===== config.mk =====
export PLATFORM = sky130hd
export DESIGN_NAME = sram_wr_gather
export DESIGN_NICKNAME = d
export VERILOG_FILES = /design/src/rtl/sram_ctl_pkg.sv /design/src/rtl/wr_gather_rr_arb.sv /design/src/rtl/sram_wr_gather.sv
export SDC_FILE = /design/constraint.sdc
export NUM_CORES = 1
export LEC_CHECK = 0
export CORE_AREA = 2 2 550 552
export DETAILED_ROUTE_END_ITERATION = 6
export DIE_AREA = 0 0 552 554
export MAX_ROUTING_LAYER = met4
export PLACE_DENSITY = 0.3
export SYNTH_ARGS = -nofsm -noshare
export SYNTH_HDL_FRONTEND = slang
export SYNTH_SLANG_ARGS = --single-unit

===== constraint.sdc =====
create_clock -name clk -period 6.6 [get_ports clk]
set_input_delay 1.32 -clock clk [delete_from_list [all_inputs] [get_ports clk]]
set_output_delay 1.32 -clock clk [all_outputs]
set_load 0.03 [all_outputs]

===== src/rtl/sram_ctl_pkg.sv =====
// sram_ctl_pkg: shared types and helpers for the SRAM controller.
// Holds the write-gatherer FSM state enum, the port index width and clog2.
package sram_ctl_pkg;

  // Returns at least 1 so that single-entry configurations still get
  // a legal vector width.
  function automatic int clog2(input int n);
    int r;
    r = 0;
    while ((1 << r) < n) r++;
    return (r < 1) ? 1 : r;
  endfunction

  localparam int NUM_PORTS_DEF = 16;
  localparam int PORT_IDX_W = clog2(NUM_PORTS_DEF);

  typedef enum logic [2:0] {
    IDLE,
    ALLOC,
    STREAM,
    DRAIN,
    DONE
  } state_t;

endpackage


===== src/rtl/wr_gather_rr_arb.sv =====
// wr_gather_rr_arb: rotating-priority arbiter for the write gatherer.
// Ports: clk, rst (sync, active-high), req[N], load -> gnt[N] (one-hot), idx.
// The search starts at ptr; load moves ptr to one past the granted index.
module wr_gather_rr_arb
  import sram_ctl_pkg::*;
#(
  parameter int N = 16,
  parameter int IW = clog2(N)
) (
  input  logic          clk,
  input  logic          rst,
  input  logic [N-1:0]  req,
  input  logic          load,
  output logic [N-1:0]  gnt,
  output logic [IW-1:0] idx
);

  logic [IW-1:0] ptr;
  logic          found;

  always_comb begin
    gnt   = '0;
    idx   = '0;
    found = 1'b0;
    for (int i = 0; i < N; i++) begin
      if (!found && req[(int'(ptr) + i) % N]) begin
        found = 1'b1;
        gnt[(int'(ptr) + i) % N] = 1'b1;
        idx = IW'((int'(ptr) + i) % N);
      end
    end
  end

  always_ff @(posedge clk) begin
    if (rst) begin
      ptr <= '0;
    end else if (load && found) begin
      ptr <= (int'(idx) == N - 1) ? '0 : idx + 1'b1;
    end
  end

endmodule


===== src/rtl/sram_wr_gather.sv =====
// sram_wr_gather: multi-port packet write gatherer in front of the SRAM.
// Ports: in_* per-port word/header stream with one-hot in_ready;
//   alloc_* request/grant of a base address; sram_* registered write port
//   stalled by sram_busy; pkt_* one-cycle completion report.
// Optional WR_GATHER_PARITY_EN adds sram_wpar, even parity per wdata byte.
module sram_wr_gather
  import sram_ctl_pkg::*;
#(
  parameter int NUM_PORTS  = 16,
  parameter int DATA_W     = 64,
  parameter int ADDR_W     = 12,
  parameter int DES_W      = 4,
  parameter int PRI_W      = 3,
  parameter int LEN_W      = 7,
  parameter int FIFO_DEPTH = 4
) (
  input  logic                        clk,
  input  logic                        rst,
  input  logic [NUM_PORTS-1:0]        in_valid,
  input  logic [NUM_PORTS*DATA_W-1:0] in_data,
  input  logic [NUM_PORTS-1:0]        in_eop,
  input  logic [NUM_PORTS*DES_W-1:0]  in_des,
  input  logic [NUM_PORTS*PRI_W-1:0]  in_pri,
  input  logic [NUM_PORTS*LEN_W-1:0]  in_len,
  output logic [NUM_PORTS-1:0]        in_ready,
  output logic                        alloc_req,
  output logic [DES_W-1:0]            alloc_des,
  output logic [PRI_W-1:0]            alloc_pri,
  output logic [LEN_W-1:0]            alloc_len,
  input  logic                        alloc_gnt,
  input  logic [ADDR_W-1:0]           alloc_base,
  output logic                        sram_we,
  output logic [ADDR_W-1:0]           sram_addr,
  output logic [DATA_W-1:0]           sram_wdata,
  input  logic                        sram_busy,
  output logic                        pkt_done,
  output logic [clog2(NUM_PORTS)-1:0] pkt_port,
  output logic [ADDR_W-1:0]           pkt_base,
  output logic                        pkt_err
`ifdef WR_GATHER_PARITY_EN
  ,
  output logic [DATA_W/8-1:0]         sram_wpar
`endif
);

  localparam int PW = clog2(NUM_PORTS);
  localparam int AW = clog2(FIFO_DEPTH);
  localparam int CW = LEN_W + 1;

  state_t            state;
  logic [PW-1:0]     port;
  logic [LEN_W-1:0]  len;
  logic [ADDR_W-1:0] base;
  logic [ADDR_W-1:0] wr_off;
  logic [CW-1:0]     cnt;
  logic [CW-1:0]     cnt_nx;
  logic              err;

  logic [NUM_PORTS-1:0] arb_gnt;
  logic [PW-1:0]        arb_idx;
  logic                 arb_load;

  logic [DATA_W-1:0] mem [FIFO_DEPTH];
  logic [AW:0]       wp;
  logic [AW:0]       rp;
  logic              full;
  logic              empty;
  logic [DATA_W-1:0] head;
  logic [DATA_W-1:0] cur_data;
  logic              cur_eop;
  logic              acc;
  logic              push;
  logic              pop;

  wr_gather_rr_arb #(
    .N  (NUM_PORTS),
    .IW (PW)
  ) u_arb (
    .clk  (clk),
    .rst  (rst),
    .req  (in_valid),
    .load (arb_load),
    .gnt  (arb_gnt),
    .idx  (arb_idx)
  );

  assign arb_load = (state == IDLE) && (|arb_gnt);

  // Extra MSB on the pointers separates full from empty.
  assign empty = (wp == rp);
  assign full  = (wp[AW] != rp[AW]) &&
                 (wp[AW-1:0] == rp[AW-1:0]);
  assign head  = mem[rp[AW-1:0]];

  assign cur_data = in_data[int'(port)*DATA_W +: DATA_W];
  assign cur_eop  = in_eop[port];

  // Ready follows the registered full flag only: a same-cycle pop
  // never lets an extra word in.
  assign acc  = (state == STREAM) && !full && in_valid[port];
  // Words past the header length are taken but not stored.
  assign push = acc && (cnt < {1'b0, len});
  assign pop  = ((state == STREAM) || (state == DRAIN)) &&
                !empty && !sram_busy;

  // Saturate so very long packets still flag a length error.
  assign cnt_nx = (&cnt) ? cnt : cnt + 1'b1;

  always_comb begin
    in_ready = '0;
    if ((state == STREAM) && !full) in_ready[port] = 1'b1;
  end

  always_ff @(posedge clk) begin
    if (push) mem[wp[AW-1:0]] <= cur_data;
  end

  always_ff @(posedge clk) begin
    if (rst) begin
      state      <= IDLE;
      port       <= '0;
      len        <= '0;
      base       <= '0;
      wr_off     <= '0;
      cnt        <= '0;
      err        <= 1'b0;
      wp         <= '0;
      rp         <= '0;
      alloc_req  <= 1'b0;
      alloc_des  <= '0;
      alloc_pri  <= '0;
      alloc_len  <= '0;
      sram_we    <= 1'b0;
      sram_addr  <= '0;
      sram_wdata <= '0;
      pkt_done   <= 1'b0;
      pkt_port   <= '0;
      pkt_base   <= '0;
      pkt_err    <= 1'b0;
    end else begin
      sram_we <= pop;
      if (pop) begin
        sram_addr  <= base + wr_off;
        sram_wdata <= head;
        wr_off     <= wr_off + 1'b1;
        rp         <= rp + 1'b1;
      end
      if (push) wp <= wp + 1'b1;

      unique case (state)
        IDLE: begin
          pkt_done <= 1'b0;
          if (arb_load) begin
            port      <= arb_idx;
            len       <= in_len[int'(arb_idx)*LEN_W +: LEN_W];
            alloc_req <= 1'b1;
            alloc_des <= in_des[int'(arb_idx)*DES_W +: DES_W];
            alloc_pri <= in_pri[int'(arb_idx)*PRI_W +: PRI_W];
            alloc_len <= in_len[int'(arb_idx)*LEN_W +: LEN_W];
            state     <= ALLOC;
          end
        end
        ALLOC: begin
          if (alloc_gnt) begin
            alloc_req <= 1'b0;
            base      <= alloc_base;
            wr_off    <= '0;
            cnt       <= '0;
            err       <= 1'b0;
            state     <= STREAM;
          end
        end
        STREAM: begin
          if (acc) begin
            cnt <= cnt_nx;
            if (cur_eop) begin
              err   <= (cnt_nx != {1'b0, len});
              state <= DRAIN;
            end
          end
        end
        DRAIN: begin
          if (empty) begin
            pkt_done <= 1'b1;
            pkt_port <= port;
            pkt_base <= base;
            pkt_err  <= err;
            state    <= DONE;
          end
        end
        DONE: begin
          pkt_done <= 1'b0;
          state    <= IDLE;
        end
        default: state <= IDLE;
      endcase
    end
  end

`ifdef WR_GATHER_PARITY_EN
  always_ff @(posedge clk) begin
    if (rst) begin
      sram_wpar <= '0;
    end else if (pop) begin
      for (int b = 0; b < DATA_W / 8; b++) begin
        sram_wpar[b] <= ^head[8*b +: 8];
      end
    end
  end
`endif

endmodule


* Word level (Yosys, flattened, before mapping) *
Memory sizes are Yosys's and may differ from the RTL's. A register that Yosys moved wholly into a read port is not among the register bits.
Index checks and enable logic that the tools add are counted.

storage, ports and cells
  bits in registers = 96
  RAM bits = 256
  input bits = 1296
  output and inout bits = 126
  word-level logic and storage cells = 373
  memories = 1

memory list
  name  depth  width  rd ports  clocked after Yosys merged registers in  wr ports  RTL line              RTL
  mem   4      64     1         1                                        1         sram_wr_gather.sv:63  logic [DATA_W-1:0] mem [FIFO_DEPTH];

cells by class
  $add $sub $neg = 21
  multipliers = 2
  order comparisons = 35
  equality and inequality tests = 14
  shift operators = 4
  muxes and demuxes = 158
  bitwise operators = 30
  reductions and logical operators = 89

operators by type and width
  cell                   number
  $shiftx 1024x11->64    1
  $mux 16                17
  $or 16x16->16          15
  $shiftx 112x8->7       1
  $lt 5x6->1 const B     15
  $ge 5x1->1 const B     15
  $mux 1                 73
  $bmux 1 s4             18
  $demux 1 s4            17
  $mux 4                 17
  $shiftx 64x7->4        1
  $reduce_or 4->1        15
  $shiftx 48x7->3        1
  $logic_and 1x1->1      40
  $mux 12                3
  $add 4x4->4 const B    8
  $mux 8                 3
  $logic_not 1->1        18
  $add 4x3->4 const B    4
  $pmux 8 s2             1
  $reduce_or 16->1       1
  $and 1x1->1 const A    15
  $mux 3                 5
  $add 12x1->12 const B  1
  other kinds (31)       48

* Depth between registers and ports, before layout *
  word-level depth = 54
  mapped depth = 24
  mapped depth without buffers = 16

* Modules after synthesis *
Synthesis repeated with hierarchy kept, for this count alone.

second synthesis, totals
  cells, all modules = 2361
  area, all modules = 29922.4 µm²

by module, submodules not included
  module            instances  cells an instance  area an instance (µm²)  seq. area each (µm²)
  sram_wr_gather    1          1720               25493.2                 10810.4
  wr_gather_rr_arb  1          641                4429.2                  80.1

* Worst setup path after synthesis *
Ideal clock, no wire load.

  path type = flip-flop to flip-flop
  start point = reg u_arb.ptr[1]
  end point = reg u_arb.ptr[3]
  setup time = 134 ps
  data arrival time = 5753 ps
  required time = 6466 ps
  setup slack = 713 ps
  cell stages (with the launch flop) = 24
  path buffers = 7
  period minus slack after synthesis = 5887 ps
  path through = dfxtp_1 clkbuf_1 buf_1 clkinv_1 ha_1 buf_2 buf_6 mux2_2 mux4_2 mux2i_1 nand4_2 or2_4 buf_6 or3_1 nand3b_1 nand2_2 inv_2 buf_6 buf_2 ha_1 a21o_1 a21oi_1 a311oi_1 a211oi_1

on the way
  elaborated cells on any way between the ends = 271
  classes of those cells = add/sub (16); order compare (32); eq/ne (1); mux (128); bitwise (30); reduce/logical (64)

RTL lines
  what                                                             RTL line                                        RTL
  from (decl)                                                      wr_gather_rr_arb.sv:18                          logic [IW-1:0] ptr;
  from (signal assigned)                                           wr_gather_rr_arb.sv:38                          ptr <= (int'(idx) == N - 1) ? '0 : idx + 1'b1;
  $add 4x1->4 or $bmux 1 s4 (tied branches)                        wr_gather_rr_arb.sv:26, wr_gather_rr_arb.sv:29
  $bmux 1 s4 or $mux 1 (tied branches)                             wr_gather_rr_arb.sv:26                          if (!found && req[(int'(ptr) + i) % N]) begin
  $mux 1 (not written as such)                                     wr_gather_rr_arb.sv:26
  $mux 1 (not written as such) or $logic_not 1->1 (tied branches)  wr_gather_rr_arb.sv:26
  $logic_and 1x1->1                                                wr_gather_rr_arb.sv:26
  $mux 1                                                           wr_gather_rr_arb.sv:26
  $logic_not 1->1                                                  wr_gather_rr_arb.sv:26
  $logic_and 1x1->1                                                wr_gather_rr_arb.sv:26
  (+35 left out)                                                   -
  $logic_and 1x1->1                                                wr_gather_rr_arb.sv:26
  $mux 1                                                           wr_gather_rr_arb.sv:26
  $logic_not 1->1                                                  wr_gather_rr_arb.sv:26
  $logic_and 1x1->1                                                wr_gather_rr_arb.sv:26
  $mux 4 *                                                         wr_gather_rr_arb.sv:26
  via arb_idx[1]                                                   sram_wr_gather.sv:60                            logic [PW-1:0] arb_idx;
  $add 4x1->4 or $eq 4x1->1 (tied branches)                        wr_gather_rr_arb.sv:38
  $mux 4 *                                                         wr_gather_rr_arb.sv:38

Mark *: on every way through the listed nets, which the timed path passes. The rest lies on a longest branch. The select of a mux whose other input is x is not followed.
A chain may end at the register's enable or synchronous reset.

* Final worst setup path *
  start point = reg u_arb.ptr[0]
  end point = reg alloc_des[1]

on the way
  longest elaborated chain between the ends = 51
  elaborated cells on any way between the ends = 268
  classes of those cells = add/sub (15); order compare (32); shift (1); mux (126); bitwise (30); reduce/logical (64)

ends and longest elaborated chain
  what                                                                 RTL line               RTL
  parallel branches: the longest is 51 deep, another holds $lt 5x6->1  -
  to (signal assigned)                                                 sram_wr_gather.sv:157  alloc_des <= in_des[int'(arb_idx)*DES_W +: DES_W];
  to (decl)                                                            sram_wr_gather.sv:27   output logic [DES_W-1:0] alloc_des,

Several ways; the timed one is not identified. The select of a mux whose other input is x is not followed.

==> impl_metrics.json <==
{
  "multiInputGateArea_sq_um": 16160,
  "grt_max_degree": 109,
  "core_area_sq_um": 299300,
  "setup_ws_ps": 1063,
  "grt_use_total_pct": 14.95,
  "synth_edf_count": 256,
  "postCtsSetupBuffers": 0,
  "cts.sinks": 416,
  "cts_buffers": 60,
  "post_cts_resize_count": 0,
  "syn2layout_area_growth_pct": 76.54,
  "pre_cts_ws_ps": 576.6,
  "total_power_mw": 14.22,
  "synth_top_area_share_pct": 33.80,
  "syn_nets": 3502,
  "grt_busiest_layer": "met2",
  "synth_seq_area_share_pct": 39.01,
  "relSlewSlack_pct": 32.07,
  "htreeDepth": 2,
  "period_minus_slack_ps": 5537,
  "synth_seq_cells": 416,
  "synthTopCellsByCount": "mux4_2 (419), nand2_1 (382), edfxtp_1 (256)",
  "powerDensity_nw_per_um2": 288.6,
  "clock_latency_ps": 740,
  "first_global_vias": 28060,
  "r2r-end": "alloc_des[1]",
  "syn-cell-area_sq_um": 27920,
  "p_seq_share_pct": 23.6,
  "power_frac_clock_pct": 24.3,
  "yosysTopAreaCell": "mux4_2",
  "finalSetupTns_ps": 0,
  "dieArea_sq_um": 305800,
  "r2r_cells": 14,
  "p_leak_nw": 15.10,
  "max_stage_delay_ps": 850,
  "fmax_ghz": 0.1806,
  "gp_congestion": 0.8818,
  "place_hpwl_um": 193400,
  "arrival_ps": 6090,
  "synthArstFlopShare_pct": 0,
  "cp_num_buf_inv": 1,
  "io_buffers": 1421,
  "overflow": 0,
  "wl_um": 229600,
  "drt_iter0_drc": 1738,
  "use_met3_pct": 3.907,
  "synth_most_common_cell": "mux4_2",
  "min_to": "sram_addr[3]",
  "finClkSkew_ps": 75.88,
  "whs_path_depth": 2,
  "path_delay_family": "simple AND/OR/NAND/NOR gates",
  "drtPass1Iterations": 5,
  "switchingPower_mw": 5.775,
  "criticalPathCategory": "register to register",
  "clk_pin_slew_ps": 60,
  "power.internal_mw": 8.450,
  "rrSetupSlack_ps": 1060,
  "initial_core_util_pct": 9.329,
  "avgSynthCellArea_sq_um": 12.88,
  "final-seq-area_sq_um": 10910,
  "status": "complete, no violations",
  "comb_power_share_pct": 52.2,
  "routedWlPerCell_um": 30.24,
  "rsz0062_at_grt": "false",
  "netSwitchingFraction_pct": 40.60,
  "ys.warnings.count": 0,
  "crit_fanout": 28,
  "postCtsHoldBufs": 0,
  "met1_usage_pct": 16.72,
  "report.final.slew_viol_count": 0,
  "rows": 201,
  "root_buffer": "clkbuf_16",
  "dp_cells": 7441,
  "ant_nets": 0,
  "path_cells": "inv_2 -> ha_1 -> mux4_2 -> mux2_2 -> a2111oi_4 -> nand4_2 -> or2_2 -> nor3b_1 -> nor4_1 -> o21a_1 -> nor2_4 -> a32oi_1 -> nand3_1 -> nand2_1",
  "drive_gt1_share_pct": 17.99,
  "die_h_um": 554,
  "via_per_inst": 3.494,
  "finalHoldViolCount": 0,
  "use_met2_pct": 26.93,
  "hold_path_startpoint": "sram_addr[3]",
  "maxCapViolations": 0,
  "grt_pass1_wl_um": 294900,
  "vias": 26530,
  "ir_worst_vdd_v": 0.0002884,
  "start_kind": "register",
  "die_w_um": 552,
  "fillers": 33200,
  "max_slew.worst_pin.slew_ps": 1016,
  "clock_path_buffers": 3,
  "synthTopCellsByArea": "mux4_2 (34%), edfxtp_1 (28%), dfxtp_1 (11%)",
  "timing.final.crit_share_pct": 83.89,
  "final_cells": 7592,
  "cts_tree": "yes",
  "layout.nets": 4880,
  "antenna_found_initial": 102,
  "synth_ff_type": "edfxtp_1",
  "worstReg2RegStart": "u_arb.ptr[0]",
  "finalSetupViolCount": 0,
  "drc_errors": 0,
  "ys_types": 78,
  "ios": 1422,
  "cp-end-kind": "register",
  "syn-instance-count": 2167,
  "worstPathRequired_ps": 7150,
  "hp-class": "register to register",
  "slowest_stage": "ha_1"
}
## cell families (layout without fill, tap and decap cells)
kind of cell / count (synthesis) / in the layout / synth area share, %
simple gates: 606 / 606 / 9.452
flops: 416 / 416 / 39.01
xor+xnor: 43 / 43 / 1.349
mux: 520 / 520 / 37.51
other cells: 0 / 38 / 0
fa+ha+maj: 39 / 39 / 1.775
buf+inv: 219 / 1648 / 3.245
compound gates: 324 / 324 / 7.659
## how the worst max path moves through the flow
stage                      start      endpoint  slack (ps)  cells after the start
floorplan           u_arb.ptr[1]  u_arb.ptr[3]         710                     23
finish              u_arb.ptr[0]  alloc_des[1]        1060                     14
CTS                 u_arb.ptr[0]  alloc_des[1]        1050                     14
global placement    in_valid[15]  alloc_des[1]         610                     13
global route        u_arb.ptr[0]  alloc_des[3]         760                     14
detailed placement  in_valid[14]  alloc_des[1]         580                     13
## registers in the layout (all words and copies together), names as in the netlist, 3 cells and up
name        flops
mem           256
sram_wdata     64
pkt_base       12
base           12
u_arb.ptr       4
len             7
cnt             8
rp              3
state           3
wr_off         12
wp              3
sram_addr      12
pkt_port        4
alloc_des       4
port            4
alloc_pri       3
## worst reg2reg max path, stage by stage, from the launching register on
cell	delay [ps]
dfxtp_1	350
inv_2	170
ha_1	860
mux4_2	700
mux2_2	360
a2111oi_4	410
nand4_2	260
or2_2	370
nor3b_1	240
nor4_1	140
o21a_1	230
nor2_4	730
a32oi_1	280
nand3_1	260
nand2_1	70
## layout by cell type, fill, tap and decap left out, types with 59 or more instances in the layout
cell type,netlist,layout
a21oi_1,151,150
clkbuf_16,0,62
mux2i_1,80,80
buf_4,6,59
nor2_1,79,78
edfxtp_1,256,256
mux4_2,419,419
nand2_1,382,382
clkdlybuf4s50_1,0,1419
dfxtp_1,160,154
a32oi_1,71,71
## final cells by class
cell class	count	area share (%)
sequential	416	22.14
multi-input combinational	1532	32.79
clock inverter	36	0.9062
clock buffer	77	3.323
timing repair buffer	1492	30.27
tap	3958	10.05
antenna	38	0.1929
inverter	43	0.3325
## power by group through the flow
stage          registers (mW)  clock network (mW)  logic (mW)
2_1_floorplan            3.29                   0        4.35
5_1_grt                  3.38                3.72        7.92
4_1_cts                  3.38                3.65        7.55
3_5_place_dp             3.43                   0        7.53
6_report                 3.35                3.45        7.42
3_3_place_gp             3.43                   0        7.52
## routing by layer
layer | share of wire [%] | vias to the layer above
met5 | 0 | -
met4 | 1.3 | 0
met3 | 6.7 | 199
met2 | 53 | 1107
met1 | 39 | 13690
li1 | - | 11540
## metrics by stage
| stage | instance area [sq um] | util [%] | hold slack (ps) |
|---|---|---|---|
| 6_report | 49290 | 16.47 | 452.4 |
| 5_1_grt | 49270 | 16.46 | 465.4 |
| 4_1_cts | 49190 | 16.44 | 457.1 |
| 3_5_place_dp | 47110 | 15.74 | 447.8 |
| 3_3_place_gp | 47110 | 15.74 | 447.0 |
| 2_1_floorplan | 27920 | - | 431.3 |
(Power assumes the default switching activity.)
